[src/rtl/rs232_mem_ctrl_if.sv]
// rs232_mem_ctrl_if: byte-stream and memory-bus bundle between the command
// front-end (master) and its surroundings: UART RX/TX and the memory macro
// (slave).
//   rx_data/rx_valid       : received byte strobe from the UART receiver
//   tx_data/tx_valid/ready : byte to the UART transmitter, valid/ready
//   mem_addr/mem_write/
//   mem_data_in/out        : memory macro port
//   busy                   : front-end is executing, not collecting bytes
interface rs232_mem_ctrl_if #(
    parameter int ADDR_W = 14
);
    logic [7:0]        rx_data;
    logic              rx_valid;
    logic [7:0]        tx_data;
    logic              tx_valid;
    logic              tx_ready;
    logic [ADDR_W-1:0] mem_addr;
    logic              mem_write;
    logic [7:0]        mem_data_in;
    logic [7:0]        mem_data_out;
    logic              busy;

    modport master (
        input  rx_data, rx_valid, tx_ready, mem_data_out,
        output tx_data, tx_valid, mem_addr, mem_write, mem_data_in, busy
    );
    modport slave (
        output rx_data, rx_valid, tx_ready, mem_data_out,
        input  tx_data, tx_valid, mem_addr, mem_write, mem_data_in, busy
    );
endinterface

[src/rtl/rs232_mem_ctrl.sv]
// rs232_mem_ctrl: decodes write ('W' hi lo data) and read ('R' hi lo)
// commands from the UART byte stream and drives the memory macro; read data
// goes back to the transmitter over valid/ready.
// Ports: clk, rst (async, active high), bus (rs232_mem_ctrl_if.master).
// All outputs are registered.
// Optional: define RS232_MEM_CTRL_ACK_EN to answer writes with 8'h06 and
// unknown opcodes with 8'h15 on the tx side.
module rs232_mem_ctrl #(
    parameter int         ADDR_W     = 14,
    parameter int         RD_LATENCY = 1,
    parameter logic [7:0] OP_WR      = 8'h57,
    parameter logic [7:0] OP_RD      = 8'h52
) (
    input  logic              clk,
    input  logic              rst,
    rs232_mem_ctrl_if.master  bus
);
    typedef enum logic [2:0] {
        IDLE, ADDR_HI, ADDR_LO, DATA, WRITE, RD_WAIT, TX
    } state_t;

    localparam int HI_W = ADDR_W - 8;

    state_t            state, state_n;
    logic              cmd_wr, cmd_wr_n;
    logic [HI_W-1:0]   addr_hi, addr_hi_n;
    logic [ADDR_W-1:0] addr_q, addr_n;
    logic              we_q, we_n;
    logic [7:0]        din_q, din_n;
    logic [7:0]        txd_q, txd_n;
    logic              txv_q, txv_n;
    logic              busy_q, busy_n;
    logic [2:0]        cnt_q, cnt_n;

    always_ff @(posedge clk or posedge rst) begin
        if (rst) begin
            state   <= IDLE;
            cmd_wr  <= 1'b0;
            addr_hi <= '0;
            addr_q  <= '0;
            we_q    <= 1'b0;
            din_q   <= '0;
            txd_q   <= '0;
            txv_q   <= 1'b0;
            busy_q  <= 1'b0;
            cnt_q   <= '0;
        end else begin
            state   <= state_n;
            cmd_wr  <= cmd_wr_n;
            addr_hi <= addr_hi_n;
            addr_q  <= addr_n;
            we_q    <= we_n;
            din_q   <= din_n;
            txd_q   <= txd_n;
            txv_q   <= txv_n;
            busy_q  <= busy_n;
            cnt_q   <= cnt_n;
        end
    end

    always_comb begin
        state_n   = state;
        cmd_wr_n  = cmd_wr;
        addr_hi_n = addr_hi;
        addr_n    = addr_q;
        we_n      = 1'b0;    // write strobe lives for the WRITE cycle only
        din_n     = din_q;
        txd_n     = txd_q;
        txv_n     = txv_q;
        cnt_n     = cnt_q;
        case (state)
            IDLE: if (bus.rx_valid) begin
                if (bus.rx_data == OP_WR) begin
                    cmd_wr_n = 1'b1;
                    state_n  = ADDR_HI;
                end else if (bus.rx_data == OP_RD) begin
                    cmd_wr_n = 1'b0;
                    state_n  = ADDR_HI;
                end else begin
`ifdef RS232_MEM_CTRL_ACK_EN
                    txd_n   = 8'h15;
                    txv_n   = 1'b1;
                    state_n = TX;
`endif
                end
            end
            ADDR_HI: if (bus.rx_valid) begin
                // Upper bits beyond the address width are dropped here.
                addr_hi_n = bus.rx_data[HI_W-1:0];
                state_n   = ADDR_LO;
            end
            ADDR_LO: if (bus.rx_valid) begin
                addr_n = {addr_hi, bus.rx_data};
                if (cmd_wr) begin
                    state_n = DATA;
                end else begin
                    cnt_n   = 3'(RD_LATENCY);
                    state_n = RD_WAIT;
                end
            end
            DATA: if (bus.rx_valid) begin
                din_n   = bus.rx_data;
                we_n    = 1'b1;
                state_n = WRITE;
            end
            WRITE: begin
`ifdef RS232_MEM_CTRL_ACK_EN
                txd_n   = 8'h06;
                txv_n   = 1'b1;
                state_n = TX;
`else
                state_n = IDLE;
`endif
            end
            RD_WAIT: begin
                // Counter loaded with RD_LATENCY; sampling at zero lands one
                // edge after the macro's data is valid.
                if (cnt_q == 3'd0) begin
                    txd_n   = bus.mem_data_out;
                    txv_n   = 1'b1;
                    state_n = TX;
                end else begin
                    cnt_n = cnt_q - 3'd1;
                end
            end
            TX: if (bus.tx_ready) begin
                txv_n   = 1'b0;
                state_n = IDLE;
            end
            default: state_n = IDLE;
        endcase
        busy_n = !(state_n inside {IDLE, ADDR_HI, ADDR_LO, DATA});
    end

    assign bus.mem_addr    = addr_q;
    assign bus.mem_write   = we_q;
    assign bus.mem_data_in = din_q;
    assign bus.tx_data     = txd_q;
    assign bus.tx_valid    = txv_q;
    assign bus.busy        = busy_q;
endmodule

[src/flat_wrapper.sv]
// flat-port wrapper written by rule: the top's interface ports become plain ports
module rs232_mem_ctrl_flat 
#(
    parameter int         ADDR_W     = 14,
    parameter int         RD_LATENCY = 1,
    parameter logic [7:0] OP_WR      = 8'h57,
    parameter logic [7:0] OP_RD      = 8'h52
)
  (clk, rst, bus_rx_data, bus_rx_valid, bus_tx_ready, bus_mem_data_out, bus_tx_data, bus_tx_valid, bus_mem_addr, bus_mem_write, bus_mem_data_in, bus_busy);
  rs232_mem_ctrl_if #(.ADDR_W(ADDR_W)) bus_i ();
  input  logic clk;
  input  logic rst;
  input wire logic [$bits(bus_i.rx_data)-1:0] bus_rx_data;
  input wire logic [$bits(bus_i.rx_valid)-1:0] bus_rx_valid;
  input wire logic [$bits(bus_i.tx_ready)-1:0] bus_tx_ready;
  input wire logic [$bits(bus_i.mem_data_out)-1:0] bus_mem_data_out;
  output wire logic [$bits(bus_i.tx_data)-1:0] bus_tx_data;
  output wire logic [$bits(bus_i.tx_valid)-1:0] bus_tx_valid;
  output wire logic [$bits(bus_i.mem_addr)-1:0] bus_mem_addr;
  output wire logic [$bits(bus_i.mem_write)-1:0] bus_mem_write;
  output wire logic [$bits(bus_i.mem_data_in)-1:0] bus_mem_data_in;
  output wire logic [$bits(bus_i.busy)-1:0] bus_busy;
  assign bus_i.rx_data = bus_rx_data;
  assign bus_i.rx_valid = bus_rx_valid;
  assign bus_i.tx_ready = bus_tx_ready;
  assign bus_i.mem_data_out = bus_mem_data_out;
  assign bus_tx_data = bus_i.tx_data;
  assign bus_tx_valid = bus_i.tx_valid;
  assign bus_mem_addr = bus_i.mem_addr;
  assign bus_mem_write = bus_i.mem_write;
  assign bus_mem_data_in = bus_i.mem_data_in;
  assign bus_busy = bus_i.busy;
  rs232_mem_ctrl #(.ADDR_W(ADDR_W), .RD_LATENCY(RD_LATENCY), .OP_WR(OP_WR), .OP_RD(OP_RD)) u_core (.clk(clk), .rst(rst), .bus(bus_i));
endmodule
[config.mk]
export PLATFORM = sky130hd
export DESIGN_NAME = rs232_mem_ctrl_flat
export DESIGN_NICKNAME = d
export VERILOG_FILES = /design/src/rtl/rs232_mem_ctrl_if.sv /design/src/rtl/rs232_mem_ctrl.sv /design/src/flat_wrapper.sv
export SDC_FILE = /design/constraint.sdc
export NUM_CORES = 1
export LEC_CHECK = 0
export BUFFER_PORTS_ARGS = -buffer_cell sky130_fd_sc_hd__buf_2
export CAP_MARGIN = 20
export CORE_MARGIN = 4
export CORE_UTILIZATION = 25
export DETAILED_ROUTE_END_ITERATION = 10
export GPL_TIMING_DRIVEN = 1
export MAX_ROUTING_LAYER = met4
export PLACE_DENSITY = 0.44
export SLEW_MARGIN = 20
export SYNTH_ARGS = -nofsm -noshare
export SYNTH_HDL_FRONTEND = slang
export SYNTH_SLANG_ARGS = --single-unit
[constraint.sdc]
create_clock -name clk -period 1.6 [get_ports clk]
set_input_delay 0 -clock clk [delete_from_list [all_inputs] [get_ports clk]]
set_output_delay 0 -clock clk [all_outputs]
set_load 0.01 [all_outputs]
==> impl_metrics.csv <==
group,metric,value,unit
setup_path,reg2reg_to,"u_core.cnt_q[1]$_DFFE_PP0P_",
layout,post-route-util,36.62,%
layout,num-nets-final,250,
route,drc,0,
floorplan,ios,53,
setup_path,worst_ep_required_time,1.79,ns
floorplan,initial_utilization,26.18,%
route,wl_met1,2.196,mm
clock_network,postCtsSetupBuffers,0,
pwr,ir_worst_vdd,411.4,µV
route,firstDrtPassIters,6,
clock_network,cts_max_path_buffers,2,
global_route,grt_pass1_wl,7.679,mm
logic_synthesis,synth.distinct_cells,34,
logic_synthesis,syn-num-nets,166,
floorplan,core,7408,µm²
route,dr_wl_met3,151,µm
logic_synthesis,synth_top_area_share,58.06,%
route,drtAntennaViolNets,0,
timing,finalWorstSetupSlack,0.09849,ns
setup_path,crit_arrival,1.69,ns
setup_path,rr_startpoint,"u_core.bus.busy$_DFF_PP0_",
setup_path,critPathKind,"flip-flop to flip-flop",
setup_path,ff2ff_path_depth,4,
logic_synthesis,synth_cells,144,
layout,mostFrequentLayoutCells,"buf_2 (52), dfrtp_1 (42), mux2_2 (34)",
clock_network,clockRootBuffer,"clkbuf_8",
setup_path,end_kind,"flip-flop",
floorplan,die_h,96.08,µm
timing,post-route-period-util,93.84,%
hold_path,hold_class,"input port to flip-flop",
clock_network,tritoncts,"yes",
logic_synthesis,synthTopCellsByArea,"dfrtp_1 (58%), mux2_2 (20%), buf_2 (1.8%), o21ai_0 (1.5%), inv_1 (1.5%)",
run_status,status,"finished, final reports clean",
layout,area_delta_synth_final,39.87,%
route,via_per_inst,4.253,
placement,portBuffers,52,
floorplan,chipWidth,96.08,µm
global_route,grt_pass1_vias,1471,
setup_path,startpoint_type,"flip-flop",
layout,n_fill_cell,726,
logic_synthesis,yosys.area.top_type,"dfrtp_1",
clock_network,cts_buffers,5,
timing,hold_viol,0,
clock_network,clk_latency,0.30,ns
logic_synthesis,netlist_area,1939,µm²
setup_path,crit_path_max_fanout,9,
logic_synthesis,ys_seq_area_share,58.06,%
timing,fin_crit,1.502,ns
global_route,antenna_found_initial,0,
setup_path,crit_end,"u_core.cnt_q[1]$_DFFE_PP0P_",
setup_path,cp-startpoint,"u_core.bus.busy$_DFF_PP0_",
layout,drive_above_1_share,52.40,%
route,dr_total_vias,1395,
route,met2_length,2.227,mm
floorplan,row_count,31,
route,post_drt_wl_per_cell,14.17,µm
global_route,grtUsageTotal,11.13,%
layout,final_common_cell,"buf_2",
clock_network,cts_sinks,45,
placement,dp_slack,0.01784,ns
layout,diodes,0,
timing,final_max_slew_viol_count,0,
placement,globalplace.congestion,0.7682,
route,drt-initial-drc-count,40,
global_route,grt_max_degree,46,
route,drt_wl_total,4.649,mm
logic_synthesis,yosys_warnings,0,
floorplan,die_area,9230,µm²
run,drv_cap,0,
logic_synthesis,postSynthAreaPerCell,13.47,µm²
logic_synthesis,ys_ff_latch,45,
clock_network,h-tree-depth,2,
timing,tightest_slew,0.2845,ns
placement,hpwlAfterDp,3.239,mm
clock_network,cts.clk_slew.worst_paths,0.09,ns
global_route,globalRoute.totalOverflow,0,
timing,max_freq,0.6660,GHz
timing,max_slew_margin,80.76,%
pwr,cellLeakagePower,1.377,nW
timing,setup_viol,0,
timing,fin_worst_skew,0.009082,ns
pwr,power.density,1293,nW/µm²
route,topRoutingLayerUsed,"met4",
setup_path,rrSetupSlack,0.1,ns
power by group:
part / switching, mW / internal (mW) / total (mW)
Clock: 0.404 / 0.399 / 0.804
Combinational: 0.474 / 0.614 / 1.09
Sequential: 0.188 / 1.43 / 1.62
metrics by stage:
| step | cell area (µm²) | power [mW] | hold slack (ns) | setup TNS, ns | std cells |
|---|---|---|---|---|---|
| 2_1_floorplan | 1939 | 2.239 | 0.1386 | 0 | 144 |
| 3_3_place_gp | 2425 | 2.679 | 0.06555 | 0 | 304 |
| 3_5_place_dp | 2425 | 2.693 | 0.06657 | 0 | 304 |
| 4_1_cts | 2690 | 3.554 | 0.007054 | 0 | 328 |
| 5_1_grt | 2713 | 3.747 | 0.03055 | -0.001346 | 328 |
| 6_report | 2713 | 3.508 | 0.01315 | 0 | 328 |
critical path, stage by stage (launching register included):
cell      delay, ns
dfrtp_2        0.48
nor4bb_2       0.35
buf_4          0.21
a211oi_1       0.08
a211o_1        0.28
cell usage after synthesis, drive strengths merged:
cell type,count
mux2,34
a21boi,1
nand4bb,1
nand3,2
or4bb,1
a221o,1
or3b,2
nand4b,1
a211o,1
nor3,3
and3b,1
mux2i,1
nor4bb,2
o2111ai,1
o41ai,2
o21ai,6
nand2,3
xnor2,1
clkbuf,1
nand2b,2
nor2,3
a31oi,1
a211oi,3
o211ai,2
nor2b,1
a21oi,1
dfrtp,45
nand3b,3
buf,7
ha,2
a311o,1
inv,8
layer usage:
metal  up-vias  GRT usage (%)
met4         0          3.910
li1        684              -
met1       678          15.43
met5         -              -
met3         6          1.876
met2        27          16.39
sequential cells by signal (all words and copies together) (netlist names), 2 cells and up:
register / flops
u_core.bus.mem_addr: 14
u_core.bus.mem_data_in: 8
u_core.bus.tx_data: 8
u_core.addr_hi: 6
u_core.cnt_q: 3
u_core.state: 2
what timing repair did:
item                                    in CTS  in global routing
endpoints found under the hold margin       70                  0
gates resized for setup                      0                  7
endpoints found under the setup margin       0                 19
hold buffers                                16                  0
cell families after synthesis:
group,Yosys count,share of synthesized area [%]
mux,35,20.26
xor+xnor,1,0.4517
simple gates,25,8.710
compound gates,20,7.678
fa+ha+maj,2,1.290
flops,45,58.06
buf+inv,16,3.548
cell type report:
class                           instances  area [µm²]  area share [%]
Clock inverter                          1       8.758          0.3229
Timing Repair Buffer                   85       564.3           20.80
Multi-Input combinational cell         83       759.5           28.00
Sequential cell                        45        1130           41.65
Clock buffer                            7       96.34           3.552
Tap cell                               99       123.9           4.566
Inverter                                8       30.03           1.107
worst min-delay path by stage:
stage	startpoint	endpoint	slack, ns	depth (start not counted)
finish	bus_rx_data[2]	u_core.bus.mem_addr[2]$_DFFE_PP0P_	0.01	2
global route	bus_rx_data[2]	u_core.addr_hi[2]$_DFFE_PP0P_	0.03	2
CTS	bus_rx_data[2]	u_core.bus.mem_addr[2]$_DFFE_PP0P_	0.007	2
detailed placement	rst	u_core.bus.tx_data[2]$_DFFE_PP0P_	0.07	3
global placement	rst	u_core.bus.tx_data[2]$_DFFE_PP0P_	0.07	3
floorplan	bus_rx_data[0]	u_core.cmd_wr$_DFFE_PP0P_	0.14	2
Note: power is estimated with default switching activity, not from simulation.
